**src/rtl/layer_wr_ctrl_if.sv**
```systemverilog
// Byte-stream input and per-layer RAM write bus for layer_wr_ctrl.
interface layer_wr_ctrl_if #(
    parameter int LAYERS = 8,
    parameter int WORDS  = 64,
    parameter int AW     = $clog2(WORDS)
);
    logic              frame_start_in;
    logic              byte_valid_in;
    logic [7:0]        byte_data_in;
    logic [LAYERS-1:0] wr_en_out;
    logic [AW-1:0]     wr_addr_out;
    logic [7:0]        wr_data_out;
    logic [3:0]        wr_byte_en_out;
    logic [LAYERS-1:0] wr_done_out;
    logic              frame_done_out;
    logic              busy_out;
    logic              err_out;

    // Host side: drives the byte stream, observes the write bus.
    modport master (
        output frame_start_in, byte_valid_in, byte_data_in,
        input  wr_en_out, wr_addr_out, wr_data_out, wr_byte_en_out,
        input  wr_done_out, frame_done_out, busy_out, err_out
    );

    // Controller side.
    modport slave (
        input  frame_start_in, byte_valid_in, byte_data_in,
        output wr_en_out, wr_addr_out, wr_data_out, wr_byte_en_out,
        output wr_done_out, frame_done_out, busy_out, err_out
    );
endinterface

```
**src/rtl/layer_wr_ctrl.sv**
```systemverilog
// Splits one serial byte stream per frame into sequential per-layer RAM writes.
module layer_wr_ctrl #(
    parameter int LAYERS = 8,
    parameter int WORDS  = 64,
    parameter int AW     = $clog2(WORDS)
) (
    input logic           clk_in,
    input logic           rst_in,
    layer_wr_ctrl_if.slave bus
);
    localparam int LW = (LAYERS > 1) ? $clog2(LAYERS) : 1;
    localparam int CW = AW + 2;
    localparam logic [CW-1:0] LAST_CNT   = CW'(4 * WORDS - 1);
    localparam logic [LW-1:0] LAST_LAYER = LW'(LAYERS - 1);

    typedef enum logic [1:0] {StIdle, StLoad, StDone} state_e;

    state_e            r_state, w_state_d;
    logic [LW-1:0]     r_layer, w_layer_d;
    logic [CW-1:0]     r_cnt, w_cnt_d;
    logic              r_err, w_err_d;
    logic [LAYERS-1:0] r_wr_en, w_wr_en_d;
    logic [AW-1:0]     r_addr, w_addr_d;
    logic [7:0]        r_data, w_data_d;
    logic [3:0]        r_be, w_be_d;
    logic [LAYERS-1:0] r_done_pipe, w_done_pipe_d;
    logic [LAYERS-1:0] r_wr_done;
    logic              r_frame_done;

    logic              w_accept;
    logic [LW-1:0]     w_acc_layer;
    logic [CW-1:0]     w_acc_cnt;

    // Next-state: frame_start wins first, then the (possibly coincident) byte is written.
    always_comb begin
        w_state_d     = r_state;
        w_layer_d     = r_layer;
        w_cnt_d       = r_cnt;
        w_err_d       = r_err;
        w_wr_en_d     = '0;
        w_addr_d      = r_addr;
        w_data_d      = r_data;
        w_be_d        = '0;
        w_done_pipe_d = '0;
        w_accept      = 1'b0;
        w_acc_layer   = r_layer;
        w_acc_cnt     = r_cnt;

        if (bus.frame_start_in) begin
            w_state_d   = StLoad;
            w_layer_d   = '0;
            w_cnt_d     = '0;
            w_err_d     = (r_state != StIdle);
            w_acc_layer = '0;
            w_acc_cnt   = '0;
            w_accept    = bus.byte_valid_in;
        end else begin
            if (r_state == StLoad) begin
                w_accept = bus.byte_valid_in;
            end else if (bus.byte_valid_in) begin
                w_err_d = 1'b1;
            end
            if (r_state == StDone) begin
                w_state_d = StIdle;
            end
        end

        if (w_accept) begin
            for (int i = 0; i < LAYERS; i++) begin
                w_wr_en_d[i] = (w_acc_layer == LW'(i));
            end
            w_addr_d = w_acc_cnt[CW-1:2];
            w_data_d = bus.byte_data_in;
            w_be_d   = 4'b1000 >> w_acc_cnt[1:0];
            if (w_acc_cnt == LAST_CNT) begin
                w_cnt_d                    = '0;
                w_done_pipe_d[w_acc_layer] = 1'b1;
                if (w_acc_layer == LAST_LAYER) begin
                    w_state_d = StDone;
                end else begin
                    w_layer_d = w_acc_layer + LW'(1);
                end
            end else begin
                w_cnt_d = w_acc_cnt + CW'(1);
            end
        end
    end

    // State, counters and registered write bus.
    always_ff @(posedge clk_in or posedge rst_in) begin
        if (rst_in) begin
            r_state      <= StIdle;
            r_layer      <= '0;
            r_cnt        <= '0;
            r_err        <= 1'b0;
            r_wr_en      <= '0;
            r_addr       <= '0;
            r_data       <= '0;
            r_be         <= '0;
            r_done_pipe  <= '0;
            r_wr_done    <= '0;
            r_frame_done <= 1'b0;
        end else begin
            r_state      <= w_state_d;
            r_layer      <= w_layer_d;
            r_cnt        <= w_cnt_d;
            r_err        <= w_err_d;
            r_wr_en      <= w_wr_en_d;
            r_addr       <= w_addr_d;
            r_data       <= w_data_d;
            r_be         <= w_be_d;
            // wr_done trails the final write strobe by one cycle; frame_done trails wr_done.
            r_done_pipe  <= w_done_pipe_d;
            r_wr_done    <= r_done_pipe;
            r_frame_done <= r_wr_done[LAYERS-1];
        end
    end

    assign bus.wr_en_out      = r_wr_en;
    assign bus.wr_addr_out    = r_addr;
    assign bus.wr_data_out    = r_data;
    assign bus.wr_byte_en_out = r_be;
    assign bus.wr_done_out    = r_wr_done;
    assign bus.frame_done_out = r_frame_done;
    assign bus.busy_out       = (r_state == StLoad);
    assign bus.err_out        = r_err;
endmodule
```
**src/flat_wrapper.sv**
```systemverilog
// flat-port wrapper written by rule: the top's interface ports become plain ports
module layer_wr_ctrl_flat 
#(
    parameter int LAYERS = 8,
    parameter int WORDS  = 64,
    parameter int AW     = $clog2(WORDS)
)
  (clk_in, rst_in, bus_frame_start_in, bus_byte_valid_in, bus_byte_data_in, bus_wr_en_out, bus_wr_addr_out, bus_wr_data_out, bus_wr_byte_en_out, bus_wr_done_out, bus_frame_done_out, bus_busy_out, bus_err_out);
  layer_wr_ctrl_if #(.LAYERS(LAYERS), .WORDS(WORDS), .AW(AW)) bus_i ();
  input logic clk_in;
  input logic rst_in;
  input wire logic [$bits(bus_i.frame_start_in)-1:0] bus_frame_start_in;
  input wire logic [$bits(bus_i.byte_valid_in)-1:0] bus_byte_valid_in;
  input wire logic [$bits(bus_i.byte_data_in)-1:0] bus_byte_data_in;
  output wire logic [$bits(bus_i.wr_en_out)-1:0] bus_wr_en_out;
  output wire logic [$bits(bus_i.wr_addr_out)-1:0] bus_wr_addr_out;
  output wire logic [$bits(bus_i.wr_data_out)-1:0] bus_wr_data_out;
  output wire logic [$bits(bus_i.wr_byte_en_out)-1:0] bus_wr_byte_en_out;
  output wire logic [$bits(bus_i.wr_done_out)-1:0] bus_wr_done_out;
  output wire logic [$bits(bus_i.frame_done_out)-1:0] bus_frame_done_out;
  output wire logic [$bits(bus_i.busy_out)-1:0] bus_busy_out;
  output wire logic [$bits(bus_i.err_out)-1:0] bus_err_out;
  assign bus_i.frame_start_in = bus_frame_start_in;
  assign bus_i.byte_valid_in = bus_byte_valid_in;
  assign bus_i.byte_data_in = bus_byte_data_in;
  assign bus_wr_en_out = bus_i.wr_en_out;
  assign bus_wr_addr_out = bus_i.wr_addr_out;
  assign bus_wr_data_out = bus_i.wr_data_out;
  assign bus_wr_byte_en_out = bus_i.wr_byte_en_out;
  assign bus_wr_done_out = bus_i.wr_done_out;
  assign bus_frame_done_out = bus_i.frame_done_out;
  assign bus_busy_out = bus_i.busy_out;
  assign bus_err_out = bus_i.err_out;
  layer_wr_ctrl #(.LAYERS(LAYERS), .WORDS(WORDS), .AW(AW)) u_core (.clk_in(clk_in), .rst_in(rst_in), .bus(bus_i));
endmodule
```
**config.mk**
```make
export PLATFORM = sky130hd
export DESIGN_NAME = layer_wr_ctrl_flat
export DESIGN_NICKNAME = d
export VERILOG_FILES = /design/src/rtl/layer_wr_ctrl_if.sv /design/src/rtl/layer_wr_ctrl.sv /design/src/flat_wrapper.sv
export SDC_FILE = /design/constraint.sdc
export NUM_CORES = 1
export LEC_CHECK = 0
export BUFFER_PORTS_ARGS = -buffer_cell sky130_fd_sc_hd__buf_4
export CORE_UTILIZATION = 53
export CTS_CLUSTER_DIAMETER = 50
export DETAILED_ROUTE_END_ITERATION = 6
export GPL_ROUTABILITY_DRIVEN = 1
export GPL_TIMING_DRIVEN = 1
export PLACE_DENSITY_LB_ADDON = 0.08
export SLEW_MARGIN = 10
export SYNTH_ARGS = -nofsm -noshare
export SYNTH_HDL_FRONTEND = slang
export SYNTH_SLANG_ARGS = --single-unit
```
**constraint.sdc**
```tcl
create_clock -name clk_in -period 2.1 [get_ports clk_in]
set_input_delay 0.21 -clock clk_in [delete_from_list [all_inputs] [get_ports clk_in]]
set_output_delay 0.21 -clock clk_in [all_outputs]
set_load 0.02 [all_outputs]
```
After elaboration in Yosys (flattened, before gate mapping)
Index checks and enable logic that the tools add are counted.

operators by class
  add/sub/neg operators = 2
  magnitude comparators = 2
  equality and inequality tests = 11
  shift operators = 1
  multiplexer cells = 23
  reductions and logical operators = 5

operators with widths
  kind                   number
  $mux W8                6
  $eq A3 B3 Y1 const B   4
  $mux W3                4
  $mux W2                5
  $add A8 B1 Y8 const B  1
  $eq A8 B8 Y1 const B   1
  $eq A3 B2 Y1 const B   2
  $mux W1                6
  $lt A3 B4 Y1 const B   1
  $mux W4                1
  $reduce_bool A2 Y1     2
  $shr A4 B2 Y4 const A  1
  $add A3 B1 Y3 const B  1
  $demux W1 S3           1
  $eq A3 B1 Y1 const B   1
  $ge A3 B1 Y1 const B   1
  $logic_not A3 Y1       1
  $eq A2 B1 Y1 const B   1
  $eq A2 B2 Y1 const B   1
  $ne A2 B2 Y1 const B   1
  $reduce_and A2 Y1      1
  $logic_and A1 B1 Y1    1

word-level totals
  bits in registers = 57
  input port bits = 12
  output and inout bits = 37

Longest topological paths before layout
  depth after elaboration = 7
  depth in mapped cells = 10
  depth with buffers taken out = 7

Worst setup path after synthesis
OpenSTA, ideal clock, no wires.

  path kind = input to register
  start point = input bus_frame_start_in
  end point = register u_core.r_layer[1]
  library setup time = 0.126 ns
  data arrival time = 1.979 ns
  data required time = 1.974 ns
  slack = -0.005 ns
  cell stages on the path = 10
  buffers on the path = 3
  cells stage by stage = buf_6 > inv_1 > clkbuf_1 > nand2_1 > inv_1 > ha_1 > nand4_1 > or2_1 > buf_6 > o311a_1

between the ends
  longest elaborated chain between the ends = 5

RTL lines
  what                                           line                                      source
  start: declaration                             flat_wrapper.sv:12                        input wire logic [$bits(bus_i.frame_start_in)-1:0] bus_frame_start_in;
  $mux W3                                        layer_wr_ctrl.sv:49                       if (bus.frame_start_in) begin
  $add A3 B1 Y3 or $eq A3 B3 Y1 (tied branches)  layer_wr_ctrl.sv:81, layer_wr_ctrl.sv:78
  $mux W3                                        layer_wr_ctrl.sv:78                       if (w_acc_layer == LAST_LAYER) begin
  $mux W3                                        layer_wr_ctrl.sv:75                       if (w_acc_cnt == LAST_CNT) begin
  $mux W3 (*)                                    layer_wr_ctrl.sv:68                       if (w_accept) begin
  named net u_core.w_layer_d[1]                  layer_wr_ctrl.sv:19                       logic [LW-1:0] r_layer, w_layer_d;
  end signal: assignment                         layer_wr_ctrl.sv:105                      r_layer <= w_layer_d;
  end: declaration                               layer_wr_ctrl.sv:19

The timed path passes the listed nets; every way through them passes the cells marked *.
A chain may end at the register's enable or synchronous reset.

Worst setup path after layout
  start point = register u_core.r_cnt[1]
  end point = register u_core.r_cnt[5]

between the ends
  longest elaborated chain between the ends = 4

RTL lines
  what                                           line                                      source
  start: declaration                             layer_wr_ctrl.sv:20                       logic [CW-1:0] r_cnt, w_cnt_d;
  start signal: assignment                       layer_wr_ctrl.sv:106                      r_cnt <= w_cnt_d;
  $mux W8 (*)                                    layer_wr_ctrl.sv:49
  $add A8 B1 Y8 or $eq A8 B8 Y1 (tied branches)  layer_wr_ctrl.sv:84, layer_wr_ctrl.sv:75
  $mux W8 (*)                                    layer_wr_ctrl.sv:75
  $mux W8 (*)                                    layer_wr_ctrl.sv:68
  named net u_core.w_cnt_d[5]                    layer_wr_ctrl.sv:20

Marked as above.

==> results.tsv <==
stage	metric	value	unit
grt	grt_max_degree	42	
timing	min_period	1860	ps
grt	track_usage	0.225	
cts	cts_tree	built	
timing	max_freq	0.538	GHz
cells_and_area	diodes	0	
critical_path	crit_arrival	2050	ps
status	status	finished, final reports clean	
power_and_ir_drop	power.density	853	nW/µm²
power_and_ir_drop	ir_drop	0.000506	V
logic_synthesis	ys_top_cells_by_count	dfrtp_1 (57), inv_1 (13), mux2_2 (10)	
cts	clock_sinks	57	
logic_synthesis	syn_nets	195	
cts	clockRootBuffer	clkbuf_8	
timing	setup_ws	242	ps
floorplanning	start_util	0.559	
logic_synthesis	ys_types	42	
logic_synthesis	netlist_instances	179	
placed_design	portBuffers	48	
cells_and_area	syn_to_final_growth	29.1	%
timing	setup_viol	0	
logic_synthesis	synth_edf_count	0	
critical_path	critPathLaunchType	flop	
detailed_routing	first_pass_iters	5	
grt	overflow	0	
logic_synthesis	seq_area_frac_synth	0.633	
critical_path	reg2reg_depth	6	
detailed_routing	postRouteAntennaNets	0	
logic_synthesis	yosys-top-cells-area	dfrtp_1 (63%), mux2_2 (5.0%), ha_1 (2.2%)	
floorplanning	fp.dieH	67.2	µm
grt	grt_pass1_wl	7.13	mm
flow_run	drv_cap	0	
logic_synthesis	yosysMostFrequentCell	dfrtp_1	
detailed_routing	wl_per_cell	15.2	µm
grt	antenna_found_initial	0	
cts	clkTransAtPathRegs	60	ps
cts	cts_setup_buffers	0	
critical_path	cp.required	2290	ps
grt	grt_pass1_vias	1539	
logic_synthesis	ys.flop_type	dfrtp_1	
cells_and_area	nets	251	
cells_and_area	nFillCells	275	
timing	fin_crit_sh	0.885	
timing	rsz0062_at_grt	false	
detailed_routing	viasPerCell	5.66	
min_path	hold_path.class	primary input to flop	
timing	fin_setup_tns	0	ps
power_and_ir_drop	p_total	0.00248	W
critical_path	crit_end	u_core.r_cnt[5]	
timing	slew_violations	0	
timing	clock_skew	5.84	ps
floorplanning	die_area	4520	µm²
timing	hold_viol_final	0	
timing	worstMarginPinSlew	521	ps
logic_synthesis	async_reset_ff_frac	1.00	
logic_synthesis	yosys_warnings	0	
cts	clock_latency	330	ps
critical_path	path_class	flop to flop	
logic_synthesis	synth_top_cell_area_share	0.633	
detailed_routing	routed_wl	4.40	mm
logic_synthesis	syn_area_per_cell	12.6	µm²
detailed_routing	vias	1641	
logic_synthesis	syn_area	2250	µm²
logic_synthesis	yosys.area.top_type	dfrtp_1	
cells_and_area	drive_gt1_frac	0.342	
critical_path	cp-end-kind	flop	
critical_path	reg2reg_slack	240	ps
floorplanning	ioPinCount	49	
logic_synthesis	ys_seq_elements	57	
critical_path	crit_path_max_fanout	5	
floorplanning	die_w	67.2	µm
detailed_routing	drc	0	
timing	slew_headroom	0.650	
floorplanning	row_count	23	
power_and_ir_drop	p_leak	1.41	nW
placed_design	pre_cts_slack	211	ps
floorplanning	coreArea	4030	µm²
cts	clockBufferDepth	2	
placed_design	hpwl	2.95	mm
critical_path	startpoint	u_core.r_cnt[1]	
cts	cts_buffers	9	
cts	cts_max_level	3	
detailed_routing	first_iter_violations	77	
placed_design	place.gp.congestion	0.867	
critical_path	r2r-start	u_core.r_cnt[1]	
critical_path	r2r-end	u_core.r_cnt[5]	
==> area by class of cell <==
cell class	instances	area [µm²]	share of cell area
flip-flops and latches	57	1430	0.490
multi-input cells	99	717	0.246
repair buffers	54	420	0.145
clock buffers	12	155	0.0533
clock inverters	4	75.1	0.0258
well taps	50	62.6	0.0215
inverters	14	52.6	0.0181
==> worst max-delay path: stages, from the launching register on <==
cell	delay (ps)
dfrtp_1	390
nor2b_1	240
ha_1	240
nand4_1	120
buf_4	170
o31ai_1	470
a21oi_1	80
==> how the worst min path moves through the flow <==
stage                                from                        end  slack (ps)  cells past startpoint
detailed placement                 rst_in  u_core.bus.frame_done_out         220                      2
finish                bus_byte_data_in[2]  u_core.bus.wr_data_out[2]         110                      2
floorplan           u_core.r_done_pipe[0]  u_core.bus.wr_done_out[0]         330                      0
global placement                   rst_in  u_core.bus.frame_done_out         200                      2
global route          bus_byte_data_in[3]  u_core.bus.wr_data_out[3]         110                      2
CTS                   bus_byte_data_in[2]  u_core.bus.wr_data_out[2]          90                      2
==> routing by layer <==
| layer | vias up | share of wire | track usage |
|---|---|---|---|
| met1 | 815 | 0.44 | 0.294 |
| met3 | 9 | 0.079 | 0.0794 |
| met4 | 0 | 0.018 | 0.146 |
| li1 | 749 | - | - |
| met5 | - | 0 | 0 |
| met2 | 68 | 0.47 | 0.316 |
==> flip-flops by register name (all words and copies together), names as in the netlist, 3 cells and up <==
| register | count |
|---|---|
| u_core.bus.wr_addr_out | 6 |
| u_core.bus.wr_byte_en_out | 4 |
| u_core.bus.wr_data_out | 8 |
| u_core.bus.wr_done_out | 8 |
| u_core.bus.wr_en_out | 8 |
| u_core.r_cnt | 8 |
| u_core.r_done_pipe | 8 |
| u_core.r_layer | 3 |
==> report_power, final <==
group / internal (W) / total, W / switching, W
registers: 0.00112 / 0.00114 / 0.0000149
logic: 0.0000771 / 0.000178 / 0.000101
clock network: 0.000733 / 0.00116 / 0.000430
total: 0.00193 / 0.00248 / 0.000546
==> cell families (layout without fill, tap and decap cells) <==
family / Yosys count / in the layout / share of synthesized area
muxes: 13 / 13 / 0.0633
DFF: 57 / 57 / 0.633
xor gates and xnor gates: 1 / 1 / 0.00389
buffers and inverters: 23 / 84 / 0.0489
adders and majority gates: 4 / 4 / 0.0222
AOI/OAI and AO/OA: 31 / 31 / 0.0933
and+or+nand+nor: 50 / 50 / 0.135
==> cells in the final DEF, fill, tap and decap left out, drive strengths merged, types with 2 or more instances in the layout <==
cell      instances
dfrtp            57
buf              53
inv              14
clkbuf           12
mux2             10
o21ai             8
a21oi             7
nor3              7
nand4             5
nor2              5
nand3             5
o31ai             5
nand2             4
and2              4
nor4              4
ha                4
nor2b             3
or4               3
mux2i             3
nand4b            3
nand2b            2
or3               2
bufinv            2
clkinvlp          2
o211ai            2
==> what timing repair did <==
action / in CTS / in global routing
hold buffers: 1 / 0
resized for setup: 0 / 0
endpoints found under the hold margin: 16 / 0
endpoints found under the setup margin: 0 / 0
==> per-stage QoR <==
stage	cell area, µm²	instances	hold WS [ps]	util
after global placement	2670	273	205	0.662
final	2910	290	109	0.722
after global routing	2910	290	108	0.722
after CTS	2910	290	92.4	0.722
after floorplan	2250	179	331	-
after detailed placement	2670	273	224	0.662
Power figures use the tool's default switching activity.
